**config.mk**
```make
export PLATFORM = sky130hd
export DESIGN_NAME = restoring_div_param
export DESIGN_NICKNAME = d
export VERILOG_FILES = /design/src/rtl/restoring_div_param.sv
export SDC_FILE = /design/constraint.sdc
export NUM_CORES = 1
export LEC_CHECK = 0
export BUFFER_PORTS_ARGS = -buffer_cell sky130_fd_sc_hd__buf_2
export CAP_MARGIN = 40
export CORE_MARGIN = 1
export CORE_UTILIZATION = 59
export CTS_BUF_LIST = sky130_fd_sc_hd__clkbuf_4 sky130_fd_sc_hd__clkbuf_8
export CTS_CLUSTER_SIZE = 10
export DETAILED_ROUTE_END_ITERATION = 12
export GPL_ROUTABILITY_DRIVEN = 0
export PLACE_DENSITY_LB_ADDON = 0.25
export SLEW_MARGIN = 5
export SYNTH_ARGS = -nofsm -noshare
export SYNTH_HDL_FRONTEND = slang
export SYNTH_SLANG_ARGS = --single-unit
```
**constraint.sdc**
```tcl
create_clock -name clk -period 2.5 [get_ports clk]
set_clock_uncertainty 0.05 [all_clocks]
set_input_delay 0 -clock clk [delete_from_list [all_inputs] [get_ports clk]]
set_output_delay 0 -clock clk [all_outputs]
set_load 0.02 [all_outputs]
```
**src/rtl/restoring_div_param.sv**
```systemverilog
// Multi-cycle restoring divider, WIDTH-bit, busy/done handshake, divide-by-zero flag.
// Define RESTORING_DIV_SIGNED_EN to enable two's-complement (truncating) division.
module restoring_div_param #(
    parameter int WIDTH = 8
) (
    input  logic             clk,
    input  logic             rst,
    input  logic             start,
    input  logic             signed_mode,
    input  logic [WIDTH-1:0] dividend,
    input  logic [WIDTH-1:0] divisor,
    output logic [WIDTH-1:0] quotient,
    output logic [WIDTH-1:0] remainder,
    output logic             busy,
    output logic             done,
    output logic             div_by_zero
);

    localparam int CNT_W = $clog2(WIDTH) + 1;

    typedef enum logic [1:0] {
        S_IDLE,
        S_RUN,
        S_DONE
    } state_t;

    state_t state, state_nxt;

    logic [WIDTH-1:0] a_q;
    logic [WIDTH-1:0] q_q;
    logic [WIDTH-1:0] m_q;
    logic [CNT_W-1:0] cnt;

    logic             accept;
    logic             zero_div;
    logic             last;
    logic [WIDTH:0]   a_sh;
    logic [WIDTH+1:0] diff;
    logic             borrow;
    logic [WIDTH-1:0] a_nxt;
    logic [WIDTH-1:0] q_nxt;
    logic [WIDTH-1:0] mag_a;
    logic [WIDTH-1:0] mag_b;
    logic [WIDTH-1:0] q_fin;
    logic [WIDTH-1:0] r_fin;

    assign accept   = start && (state != S_RUN);
    assign zero_div = (divisor == '0);
    assign last     = (cnt == CNT_W'(WIDTH - 1));
    assign busy     = (state == S_RUN);
    assign done     = (state == S_DONE);

    always_comb begin
        state_nxt = state;
        unique case (state)
            S_IDLE, S_DONE: begin
                if (accept) begin
                    state_nxt = zero_div ? S_DONE : S_RUN;
                end else begin
                    state_nxt = S_IDLE;
                end
            end
            S_RUN: begin
                if (last) begin
                    state_nxt = S_DONE;
                end
            end
            default: state_nxt = S_IDLE;
        endcase
    end

    // Extra top bit keeps the borrow exact even when the shifted A exceeds WIDTH bits.
    always_comb begin
        a_sh   = {a_q, q_q[WIDTH-1]};
        diff   = {1'b0, a_sh} - {2'b00, m_q};
        borrow = diff[WIDTH+1];
        a_nxt  = borrow ? a_sh[WIDTH-1:0] : diff[WIDTH-1:0];
        q_nxt  = {q_q[WIDTH-2:0], ~borrow};
    end

`ifdef RESTORING_DIV_SIGNED_EN
    logic sgn_a_q;
    logic sgn_b_q;
    logic sgn_a;
    logic sgn_b;

    assign sgn_a = signed_mode & dividend[WIDTH-1];
    assign sgn_b = signed_mode & divisor[WIDTH-1];
    assign mag_a = sgn_a ? (~dividend + 1'b1) : dividend;
    assign mag_b = sgn_b ? (~divisor + 1'b1) : divisor;
    assign q_fin = (sgn_a_q ^ sgn_b_q) ? (~q_nxt + 1'b1) : q_nxt;
    assign r_fin = sgn_a_q ? (~a_nxt + 1'b1) : a_nxt;

    always_ff @(posedge clk or negedge rst) begin
        if (!rst) begin
            sgn_a_q <= 1'b0;
            sgn_b_q <= 1'b0;
        end else if (accept) begin
            sgn_a_q <= sgn_a;
            sgn_b_q <= sgn_b;
        end
    end
`else
    logic unused_signed_mode;

    assign unused_signed_mode = signed_mode;
    assign mag_a = dividend;
    assign mag_b = divisor;
    assign q_fin = q_nxt;
    assign r_fin = a_nxt;
`endif

    always_ff @(posedge clk or negedge rst) begin
        if (!rst) begin
            state <= S_IDLE;
        end else begin
            state <= state_nxt;
        end
    end

    always_ff @(posedge clk or negedge rst) begin
        if (!rst) begin
            a_q         <= '0;
            q_q         <= '0;
            m_q         <= '0;
            cnt         <= '0;
            quotient    <= '0;
            remainder   <= '0;
            div_by_zero <= 1'b0;
        end else if (accept) begin
            a_q         <= '0;
            q_q         <= mag_a;
            m_q         <= mag_b;
            cnt         <= '0;
            div_by_zero <= zero_div;
            if (zero_div) begin
                quotient  <= '1;
                remainder <= dividend;
            end
        end else if (state == S_RUN) begin
            a_q <= a_nxt;
            q_q <= q_nxt;
            cnt <= cnt + CNT_W'(1);
            if (last) begin
                quotient  <= q_fin;
                remainder <= r_fin;
            end
        end
    end

endmodule

```
==> results.txt <==
HPWL Detailed -> 4270 µm
Crit start category -> flop
Sum Neg Setup Slack -> 0 ns
Starting DRT DRC Count -> 124
Clock root buffer -> clkbuf_8
Ant diodes -> 0
Worst path required time -> 2.66 ns
Psw -> 2.14 mW
Avg WL per Cell -> 16.5 µm
Sink Count -> 47
Gate power share -> 0.582
First-pass GRT wire length -> 9500 µm
Cts bufs inserted -> 5
FMAX -> 436 MHz
Count of final setup violators -> 0
RSZ-0062 raised after global routing -> no
Netlist cell types -> 54
Gr ovfl total -> 0
Initial antenna violation count -> 0
Synth Instances -> 256
Post-CTS Setup Repair Bufs -> 0
Vias in the first global route -> 2071
Crit path arrival time -> 2.45 ns
Reg power frac -> 0.291
Non-filler cells, final -> 363
Worst-margin pin slew -> 0.517 ns
Cell Rows -> 23
GRT Overall Usage -> 0.281
Syn Area/Cell -> 10.1 µm²
Synth area leader -> dfrtp_1
Crit path time final -> 2.30 ns
Final wirelength -> 6000 µm
Slew headroom -> 0.655
Clk_lat worst skew -> 0.30 ns
Htree depth -> 2
CTS resizes -> 0
Synth Flop Type -> dfrtp_1
I/O pin count -> 39
First drt pass iteration count -> 4
Pwr Density -> 1530 mW/mm²
Die X -> 68.1 µm
ANT nets after route -> 0
Starting Density -> 0.631
Synth area leaders -> dfrtp_1, ha_1, a21oi_1, mux2_2, mux2i_1
Mapped Area -> 0.00258 mm²
Hold Violations, Final -> 1
Post-Route Hold Slack -> -0.00888 ns
Worst VDD drop -> 1220 µV
Fill cells -> 278
Min-delay worst type -> in2reg
Placed Cells -> 339
Clock power share -> 0.127
Post-synth ARST share -> 1.00
I/O Buffers -> 37
Share of layout cells above drive strength 1 -> 0.230
Max Cap Viol -> 0
Maximum clock insertion buffer count -> 2
Mapped Nets -> 286
Critical path endpoint category -> flop
Core area -> 0.00409 mm²
Leakage power -> 1.40 nW
Routed vias/inst -> 6.07
Area Growth Syn to Fin -> 20.7%
CP Max Fanout -> 9
Drc violations -> 0
Largest net degree at the start of global routing -> 27
CTS tree -> yes
Clock-pin slew on the worst setup and hold paths -> 0.09 ns
Switching Share -> 0.451
DIE AREA -> 0.00464 mm²
Failing checks -> hold timing
Period utilization -> 0.918
CTS Hold Buffers Added -> 16
Cell-internal power -> 2.61 mW
# nets final -> 342
Max Slew Vio Count -> 0
Yosys top cell area share -> 0.456
Outcome -> complete, but fails checks
Synth Warn # -> 0
#FFs+latches synth -> 47
Post-synth EDFFs -> 0
Critical path class -> reg2reg
Tot Pwr -> 4.76 mW
Die Y-Extent -> 68.1 µm
Post-synthesis sequential area ratio -> 0.456
Via count -> 2205
==> layer usage <==
metal / global-route usage / part of all wire / vias up
li1: - / - / 1057
met1: 0.365 / 0.45 / 1079
met2: 0.479 / 0.50 / 59
met3: 0.0417 / 0.030 / 10
met4: 0.0885 / 0.013 / 0
met5: 0 / 0 / -
==> flip-flops by register name, summed over array words and instances (netlist names) <==
name and flops:
m_q 8, a_q 8, cnt 4, quotient 8, div_by_zero 1, state 2, remainder 8, q_q 8
==> cells by family (layout without fill, tap and decap cells) <==
| family | Yosys count | in the layout | share of synthesized area |
|---|---|---|---|
| multiplexers | 16 | 16 | 0.0660 |
| AND/OR/NAND/NOR | 70 | 70 | 0.148 |
| buffers and inverters | 25 | 82 | 0.0441 |
| adder cells (fa/ha/maj) | 10 | 10 | 0.0514 |
| flip-flops | 47 | 47 | 0.456 |
| AO/OA/AOI/OAI | 84 | 84 | 0.221 |
| XOR/XNOR | 4 | 4 | 0.0136 |
==> worst paths after layout <==
path                            cells after the start     endpoint  slack, ns        start
worst max-delay path                                7       a_q[3]       0.20       a_q[1]
worst min-delay path                                3       q_q[2]     -0.009  dividend[2]
worst max register to register                      7       a_q[3]       0.20       a_q[1]
worst min register to register                      2  div_by_zero       0.43  div_by_zero
max in group asynchronous                           3       m_q[1]       1.73          rst
min in group asynchronous                           2       q_q[7]       0.14          rst
==> cells in the final DEF, fill, tap and decap left out, types with 5 or more instances in the layout <==
cell type / netlist / final
o21ai_0: 14 / 14
dfrtp_1: 47 / 47
buf_4: 0 / 6
ha_1: 9 / 9
clkbuf_8: 0 / 6
dlygate4sd3_1: 0 / 16
nand2_1: 15 / 15
o22ai_1: 7 / 7
mux2_2: 8 / 8
a31oi_1: 11 / 11
nor3_1: 7 / 7
nor2_1: 15 / 15
a21oi_1: 21 / 21
inv_1: 14 / 14
o31ai_1: 5 / 5
buf_2: 4 / 37
nand3_1: 8 / 8
mux2i_1: 8 / 8
==> power groups by stage <==
stage          logic (mW)  clock network (mW)  registers (mW)
2_1_floorplan        1.93                   0            1.49
3_5_place_dp         2.70                   0            1.40
5_1_grt              3.04               0.636            1.43
4_1_cts              2.74               0.601            1.38
3_3_place_gp         2.62                   0            1.38
6_report             2.77               0.605            1.39
==> cells in the mapped netlist, drive strengths merged (8+ instances only) <==
cell type	n
mux2i	8
nor2	15
ha	9
nand2	16
o21ai	15
nand3	8
buf	9
mux2	8
a21oi	22
a31oi	12
inv	14
dfrtp	47
==> worst max-delay path, cell delays in order, from the launching register on <==
cell and delay, ns:
dfrtp_1 0.44, ha_1 0.27, or2_1 0.25, o221a_2 0.28, o31ai_4 0.38, buf_4 0.23
a21oi_1 0.08, o31ai_1 0.22
==> stage by stage <==
| step | hold WS, ns | instance area (µm²) | setup slack, ns | util |
|---|---|---|---|---|
| detailed placement | -0.0488 | 2830 | 0.249 | 0.693 |
| CTS | 0.000632 | 3110 | 0.230 | 0.762 |
| floorplan | -0.346 | 2580 | 0.479 | - |
| global placement | 0.181 | 2810 | 0.348 | 0.688 |
| global route | 0.0146 | 3110 | 0.0934 | 0.762 |
| finish | -0.00888 | 3110 | 0.204 | 0.762 |
==> cell type report <==
| class | instances | area, µm² | area share |
|---|---|---|---|
| Clock buffer | 6 | 82.6 | 0.0265 |
| Clock inverter | 2 | 38.8 | 0.0125 |
| Multi-Input combinational cell | 184 | 1290 | 0.414 |
| Inverter | 14 | 52.6 | 0.0169 |
| Sequential cell | 47 | 1180 | 0.378 |
| Tap cell | 50 | 62.6 | 0.0201 |
| Timing Repair Buffer | 60 | 410 | 0.132 |
Power figures use the tool's default switching activity.
